### config.mk
export PLATFORM = sky130hd
export DESIGN_NAME = sal_ddr_cmd_phy
export DESIGN_NICKNAME = d
export VERILOG_FILES = /design/src/rtl/sal_ddr_phy_pkg.sv /design/src/rtl/sal_ddr_bus_resv.sv /design/src/rtl/sal_ddr_cmd_phy.sv
export SDC_FILE = /design/constraint.sdc
export NUM_CORES = 1
export LEC_CHECK = 0
export ABC_CLOCK_PERIOD_IN_PS = 2000
export BUFFER_PORTS_ARGS = -buffer_cell sky130_fd_sc_hd__buf_4
export CORE_AREA = 8 8 133 135
export CTS_BUF_LIST = sky130_fd_sc_hd__clkbuf_4 sky130_fd_sc_hd__clkbuf_8
export CTS_CLUSTER_SIZE = 12
export DETAILED_ROUTE_END_ITERATION = 12
export DIE_AREA = 0 0 141 143
export PLACE_DENSITY = 0.88
export SYNTH_ARGS = -nofsm -noshare
export SYNTH_HDL_FRONTEND = slang
export SYNTH_SLANG_ARGS = --single-unit
### constraint.sdc
create_clock -name clk -period 2 [get_ports clk]
set_input_delay 0.4 -clock clk [delete_from_list [all_inputs] [get_ports clk]]
set_output_delay 0.4 -clock clk [all_outputs]
set_load 0.02 [all_outputs]
### src/rtl/sal_ddr_phy_pkg.sv
// sal_ddr_phy_pkg: command enum, ras/cas/we pin encoding and bus-reservation depth helper
package sal_ddr_phy_pkg;
  typedef enum logic [2:0] {CMD_NOP, CMD_ACT, CMD_RD, CMD_WR, CMD_PRE, CMD_REF, CMD_MRS} cmd_t;
  function automatic logic [2:0] pin_enc(cmd_t op);
    return op == CMD_ACT ? 3'b011 :
           op == CMD_RD  ? 3'b101 :
           op == CMD_WR  ? 3'b100 :
           op == CMD_PRE ? 3'b010 :
           op == CMD_REF ? 3'b001 :
           op == CMD_MRS ? 3'b000 : 3'b111;
  endfunction
  function automatic int resv_depth(int rl, int wl, int bl);
    return (rl > wl ? rl : wl) + bl + 1;
  endfunction
endpackage

### src/rtl/sal_ddr_bus_resv.sv
// sal_ddr_bus_resv: data-bus slot reservation (in: issue_rd/issue_wr; out: rd_ok/wr_ok, wr_beat_en/wr_odt, rd_beat_en/rd_beat_last); bit k = k+1 cycles ahead
module sal_ddr_bus_resv
  import sal_ddr_phy_pkg::*;
#(
  parameter int RL = 5,
  parameter int WL = 4,
  parameter int BL = 4
) (
  input  logic clk,
  input  logic rst_n,
  input  logic issue_rd,
  input  logic issue_wr,
  output logic rd_ok,
  output logic wr_ok,
  output logic wr_beat_en,
  output logic wr_odt,
  output logic rd_beat_en,
  output logic rd_beat_last
);
  localparam int D = resv_depth(RL, WL, BL);
  localparam int CW = BL > 1 ? $clog2(BL) : 1;
  localparam logic [D-1:0] ONES = '1;
  localparam logic [D-1:0] BURST = ONES >> (D - BL);
  localparam logic [D-1:0] WR_DATA = BURST << WL;
  localparam logic [D-1:0] RD_DATA = BURST << RL;
  localparam logic [D-1:0] WR_EDGE = (D'(1) << (WL - 1)) | (D'(1) << (WL + BL));
  localparam logic [D-1:0] RD_EDGE = (D'(1) << (RL - 1)) | (D'(1) << (RL + BL));
  logic [D-1:0] rd_busy, wr_busy;
  logic rd_cur;
  logic [CW-1:0] rd_idx;
  assign wr_ok = ~|((rd_busy | wr_busy) & WR_DATA) && ~|(rd_busy & WR_EDGE);
  assign rd_ok = ~|((rd_busy | wr_busy) & RD_DATA) && ~|(wr_busy & RD_EDGE);
  assign wr_beat_en = wr_busy[0];
  assign wr_odt = wr_busy[0] | wr_busy[1];
  assign rd_beat_en = rd_cur;
  assign rd_beat_last = rd_cur && rd_idx == CW'(BL - 1);
  always_ff @(posedge clk) begin
    if (!rst_n) begin
      rd_busy <= '0;
      wr_busy <= '0;
      rd_cur <= 1'b0;
      rd_idx <= '0;
    end else begin
      rd_busy <= (rd_busy | (issue_rd ? RD_DATA : '0)) >> 1;
      wr_busy <= (wr_busy | (issue_wr ? WR_DATA : '0)) >> 1;
      rd_cur <= rd_busy[0];
      rd_idx <= rd_cur ? rd_idx + CW'(1) : rd_idx;
    end
  end
endmodule

### src/rtl/sal_ddr_cmd_phy.sv
// sal_ddr_cmd_phy: SAL command/data front-end (cmd valid/ready in, registered DDR cmd pins, write beats wdata->dq_o at WL, read beats dq_i->rdata at RL)
module sal_ddr_cmd_phy
  import sal_ddr_phy_pkg::*;
#(
  parameter int RANKS = 1,
  parameter int DQ_WIDTH = 64,
  parameter int BA_WIDTH = 3,
  parameter int ADDR_WIDTH = 14,
  parameter int BURST_LEN = 4,
  parameter int WL = 4,
  parameter int RL = 5,
  parameter int INIT_CKE_CYCLES = 200,
  localparam int RW = RANKS > 1 ? $clog2(RANKS) : 1
) (
  input  logic                    clk,
  input  logic                    rst_n,
  input  logic                    cmd_valid,
  output logic                    cmd_ready,
  input  cmd_t                    cmd_op,
  input  logic [RW-1:0]           cmd_rank,
  input  logic [BA_WIDTH-1:0]     cmd_ba,
  input  logic [ADDR_WIDTH-1:0]   cmd_addr,
  output logic                    wdata_ready,
  input  logic [DQ_WIDTH-1:0]     wdata,
  input  logic [DQ_WIDTH/8-1:0]   wmask,
  input  logic                    wdata_valid,
  output logic                    wdata_err,
  output logic                    rdata_valid,
  output logic                    rdata_last,
  output logic [DQ_WIDTH-1:0]     rdata,
  output logic                    cke,
  output logic                    ras_n,
  output logic                    cas_n,
  output logic                    we_n,
  output logic                    odt,
  output logic [RANKS-1:0]        cs_n,
  output logic [BA_WIDTH-1:0]     ba,
  output logic [ADDR_WIDTH-1:0]   addr,
  output logic [DQ_WIDTH-1:0]     dq_o,
  output logic [DQ_WIDTH/8-1:0]   dm_o,
  output logic                    dq_oe,
  output logic                    dqs_oe,
  input  logic [DQ_WIDTH-1:0]     dq_i
);
  localparam int CW = $clog2(INIT_CKE_CYCLES + 1);
  logic [CW-1:0] init_cnt;
  logic init_done, fire, rd_ok, wr_ok, wr_beat_en, wr_odt, rd_beat_en, rd_beat_last;
  assign cmd_ready = init_done && (cmd_op == CMD_RD ? rd_ok : cmd_op == CMD_WR ? wr_ok : 1'b1);
  assign fire = cmd_valid && cmd_ready;
  assign wdata_ready = wr_beat_en;
  sal_ddr_bus_resv #(.RL(RL), .WL(WL), .BL(BURST_LEN)) u_resv (
    .clk(clk),
    .rst_n(rst_n),
    .issue_rd(fire && cmd_op == CMD_RD),
    .issue_wr(fire && cmd_op == CMD_WR),
    .rd_ok(rd_ok),
    .wr_ok(wr_ok),
    .wr_beat_en(wr_beat_en),
    .wr_odt(wr_odt),
    .rd_beat_en(rd_beat_en),
    .rd_beat_last(rd_beat_last)
  );
  always_ff @(posedge clk) begin
    if (!rst_n) begin
      init_cnt <= '0;
      init_done <= 1'b0;
      cke <= 1'b0;
      cs_n <= '1;
      {ras_n, cas_n, we_n} <= 3'b111;
      ba <= '0;
      addr <= '0;
      odt <= 1'b0;
      dq_oe <= 1'b0;
      dqs_oe <= 1'b0;
      dq_o <= '0;
      dm_o <= '0;
      wdata_err <= 1'b0;
      rdata_valid <= 1'b0;
      rdata_last <= 1'b0;
      rdata <= '0;
    end else begin
      init_cnt <= init_cnt == CW'(INIT_CKE_CYCLES - 1) ? init_cnt : init_cnt + CW'(1);
      cke <= init_cnt == CW'(INIT_CKE_CYCLES - 1);
      init_done <= cke;
      cs_n <= fire && cmd_op != CMD_NOP ? ~(RANKS'(1) << cmd_rank) : '1;
      {ras_n, cas_n, we_n} <= fire ? pin_enc(cmd_op) : 3'b111;
      ba <= fire ? cmd_ba : ba;
      addr <= fire ? cmd_addr : addr;
      odt <= wr_odt;
      dq_oe <= wr_beat_en;
      dqs_oe <= wr_beat_en;
      dq_o <= wr_beat_en ? wdata : dq_o;
      dm_o <= wr_beat_en ? wmask : dm_o;
      wdata_err <= wdata_err | (wr_beat_en & ~wdata_valid);
      rdata_valid <= rd_beat_en;
      rdata_last <= rd_beat_last;
      rdata <= rd_beat_en ? dq_i : rdata;
    end
  end
endmodule
==> results.txt <==
- Critical Path Sink Type: primary output
- Worst supply voltage drop on vdd: 528 uV
- STA classifies the critical path startpoint as a register.
- CTS tree: built
- Chip height: 143 um
* Area of placed instances: 10000 um^2
- In this run the clock root is driven by a sky130_fd_sc_hd__clkbuf_8.
- Based on the critical path, the design can be clocked at up to 0.513 GHz.
- Vias after detailed routing: 6724
- The initial utilization of the core area, before any placement, comes to 47.6%.
- Synthesis instantiated 42 different standard cells from the library.
* Worst Path Class, Setup: reg -> out
- Share of flip-flops with an asynchronous set or reset: 0%
- At the worst endpoint, the required time is 1.60 ns.
- Number of vias per cell after detailed routing: 5.28
* Standard-cell rows: 46
- X dimension of the die: 141 um
- Non-Filler Cell Area, Final: 10500 um^2
- From synthesis to final layout, the design area changed by 41.4%.
- Entering global routing, the biggest net connects 82 pins.
- Final nets: 1207
- The final critical path takes up 97.4% of the cycle.
- Pwr dens: 629 nW/um^2
- Inst Count DP: 1236
* Via count of the first global-routing pass: 6526
* Final Non-Filler Cells: 1273
- Netlist Area Pre-Place: 7420 um^2
* Minimum setup slack in the final design: 0.0526 ns
* Largest buffer count on any clock path: 2
- The die covers 20200 um^2.
- Transition at the pin with the smallest max-transition slack: 0.769 ns
- Between clock sinks in the finished design, the worst skew comes to 0.0169 ns.
- Detailed placement ended at an HPWL of 17.3 mm.
* Gate count after technology mapping: 742
* Total detailed-routing wirelength: 23.6 mm
- Detail-routed net length per standard cell: 18.5 um
* Final setup violating endpoints: 0
- In the routed design, unresolved DRC markers number 0.
- Max transition margin: 48.8%
* Remaining antenna violation count after routing: 0
- Counting flops with a built-in enable in the synthesized netlist gives 0.
- After synthesis, the mean cell area works out to 10.0 um^2.
* Number of inserted diodes: 0
- The library cell used most frequently in the layout, excluding fill and tap cells, is sky130_fd_sc_hd__buf_4.
* Slew Limit Fails: 0
- Synthesized flop and latch total: 190
- Clock buffer count from CTS: 17
- Across the run, the number of max-cap violations was 0.
* Outcome: finished clean
- For the worst-skew pair, the clock arrives at the later sink with an insertion delay of 0.45 ns.
- Across all hold checks on the routed design, the worst slack comes to 0.129 ns.
- Global routing usage summed across all routing layers: 22.5%
- Leaving out fill and tap cells, the most frequent cells in the layout are sky130_fd_sc_hd__buf_4 (341), sky130_fd_sc_hd__dfxtp_1 (185), sky130_fd_sc_hd__nor2_1 (144).
* Standby leakage power: 4.38 nW
- Unrepaired setup endpoints after global routing: yes
- Reg clk slew, reported paths: 0.10 ns
- The number of hold violations in the final report is 0.
- Port-buffer cells: 326
* Weighted congestion reported at the end of routability-driven placement: 0.843
- Setup TNS: 0 ns
- In this run the worst hold path is classified as in -> reg.
* Fraction of layout cells with a size suffix above 1: 38.2%
* Count of hold buffers inserted by post-cts repair: 0
* Initial antenna violation count: 0
- Warnings from Yosys: 0
- Before antenna repair, the detailed router went through 4 iterations.
* Total number of H-tree levels: 4
* First DRT Iteration DRCs: 441
- CP arrival: 1.55 ns
- Setup slack at placement: 0.371 ns
* Core box area: 15600 um^2
* Final critical delay including setup and external delays: 1.95 ns
- Global routing finished with a remaining overflow of 0.
* Share of synthesized area occupied by flip-flops and latches: 51.2%
- Top flip-flop cell by instance count after synthesis: sky130_fd_sc_hd__dfxtp_1
- Along the worst path, the maximum fanout reaches 3.
- In this run the count of I/O pins placed on the die edge is 327.
- The first global-routing pass estimated 35.9 mm of wire.
- The clock net in this run drives a total of 190 sinks.
- Syn_nets: 905
report_power, final:
part | total, W | switching, W | internal [W]
registers | 0.00379 | 0.00000491 | 0.00378
logic | 0.000386 | 0.000158 | 0.000227
clock network | 0.00243 | 0.00145 | 0.000979
total | 0.00660 | 0.00161 | 0.00499
layout make-up:
type / count / area, um^2
Fill cell: 1192 / 5100
Sequential cell: 190 / 3810
Multi-Input combinational cell: 486 / 3340
Timing Repair Buffer: 347 / 2680
Tap cell: 216 / 270
Clock buffer: 19 / 262
Clock inverter: 13 / 120
Inverter: 2 / 10.0
timing repair:
action                     in CTS  in global routing
pin swaps                       3                  2
resized for setup               3                  6
setup endpoints to repair       1                 21
buffers inserted                7                  0
path summary, 6_finish.rpt:
kind                     start           endpoint  slack (ns)  cells after the start
min reg2reg  u_resv.rd_busy[0]  u_resv.rd_beat_en        0.44                      1
max          u_resv.wr_busy[5]          cmd_ready        0.05                      4
min                   cmd_rank               cs_n        0.13                      2
max reg2reg  u_resv.wr_busy[5]  u_resv.wr_busy[5]        0.21                      8
routing by layer:
| metal | routed length [um] | vias up | global-route usage [%] |
|---|---|---|---|
| li1 | - | 3207 | - |
| met1 | 9130 | 3138 | 25.9 |
| met2 | 11700 | 328 | 38.2 |
| met3 | 2010 | 51 | 7.01 |
| met4 | 701 | 0 | 9.33 |
| met5 | 0 | - | 0 |
synth_stat cells (all sizes together) (16+ instances only):
| master | count | area [um^2] |
|---|---|---|
| a21boi | 18 | 135 |
| a31oi | 18 | 113 |
| a41oi | 17 | 149 |
| and3 | 19 | 119 |
| buf | 25 | 154 |
| clkbuf | 39 | 146 |
| dfxtp | 190 | 3800 |
| mux2i | 139 | 1390 |
| nand2 | 16 | 60.1 |
| nand3 | 21 | 105 |
| nand4 | 20 | 131 |
| nor2 | 144 | 541 |
| o211ai | 17 | 178 |
sequential cells by signal, summed over array words and instances, names as in the netlist, 2 cells and up:
name,flops
dm_o,8
rdata,64
init_cnt,8
u_resv.rd_busy,8
addr,14
u_resv.rd_idx,2
u_resv.wr_busy,7
ba,3
dq_o,64
metrics by stage:
stage / utilization [%] / total power, W
2_1_floorplan: - / 0.00398
3_3_place_gp: 64.4 / 0.00425
3_5_place_dp: 64.4 / 0.00426
4_1_cts: 67.2 / 0.00667
5_1_grt: 67.3 / 0.00686
6_report: 67.3 / 0.00660
worst max-delay path: stages (launching register included):
cell and delay [ns]:
sky130_fd_sc_hd__dfxtp_2 0.35, sky130_fd_sc_hd__nor4_4 0.31, sky130_fd_sc_hd__nand3_2 0.16, sky130_fd_sc_hd__a21boi_2 0.14
sky130_fd_sc_hd__buf_4 0.15
logic make-up (layout without fill, tap and decap cells):
| logic type | after synthesis | count (layout) | synth area share, % |
|---|---|---|---|
| compound gates | 91 | 91 | 9.41 |
| flops | 190 | 190 | 51.2 |
| fa+ha+maj | 2 | 2 | 0.337 |
| mux | 139 | 139 | 18.7 |
| simple gates | 252 | 252 | 15.9 |
| xor+xnor | 2 | 2 | 0.236 |
| buf+inv | 66 | 381 | 4.15 |
(Power assumes the default switching activity.)
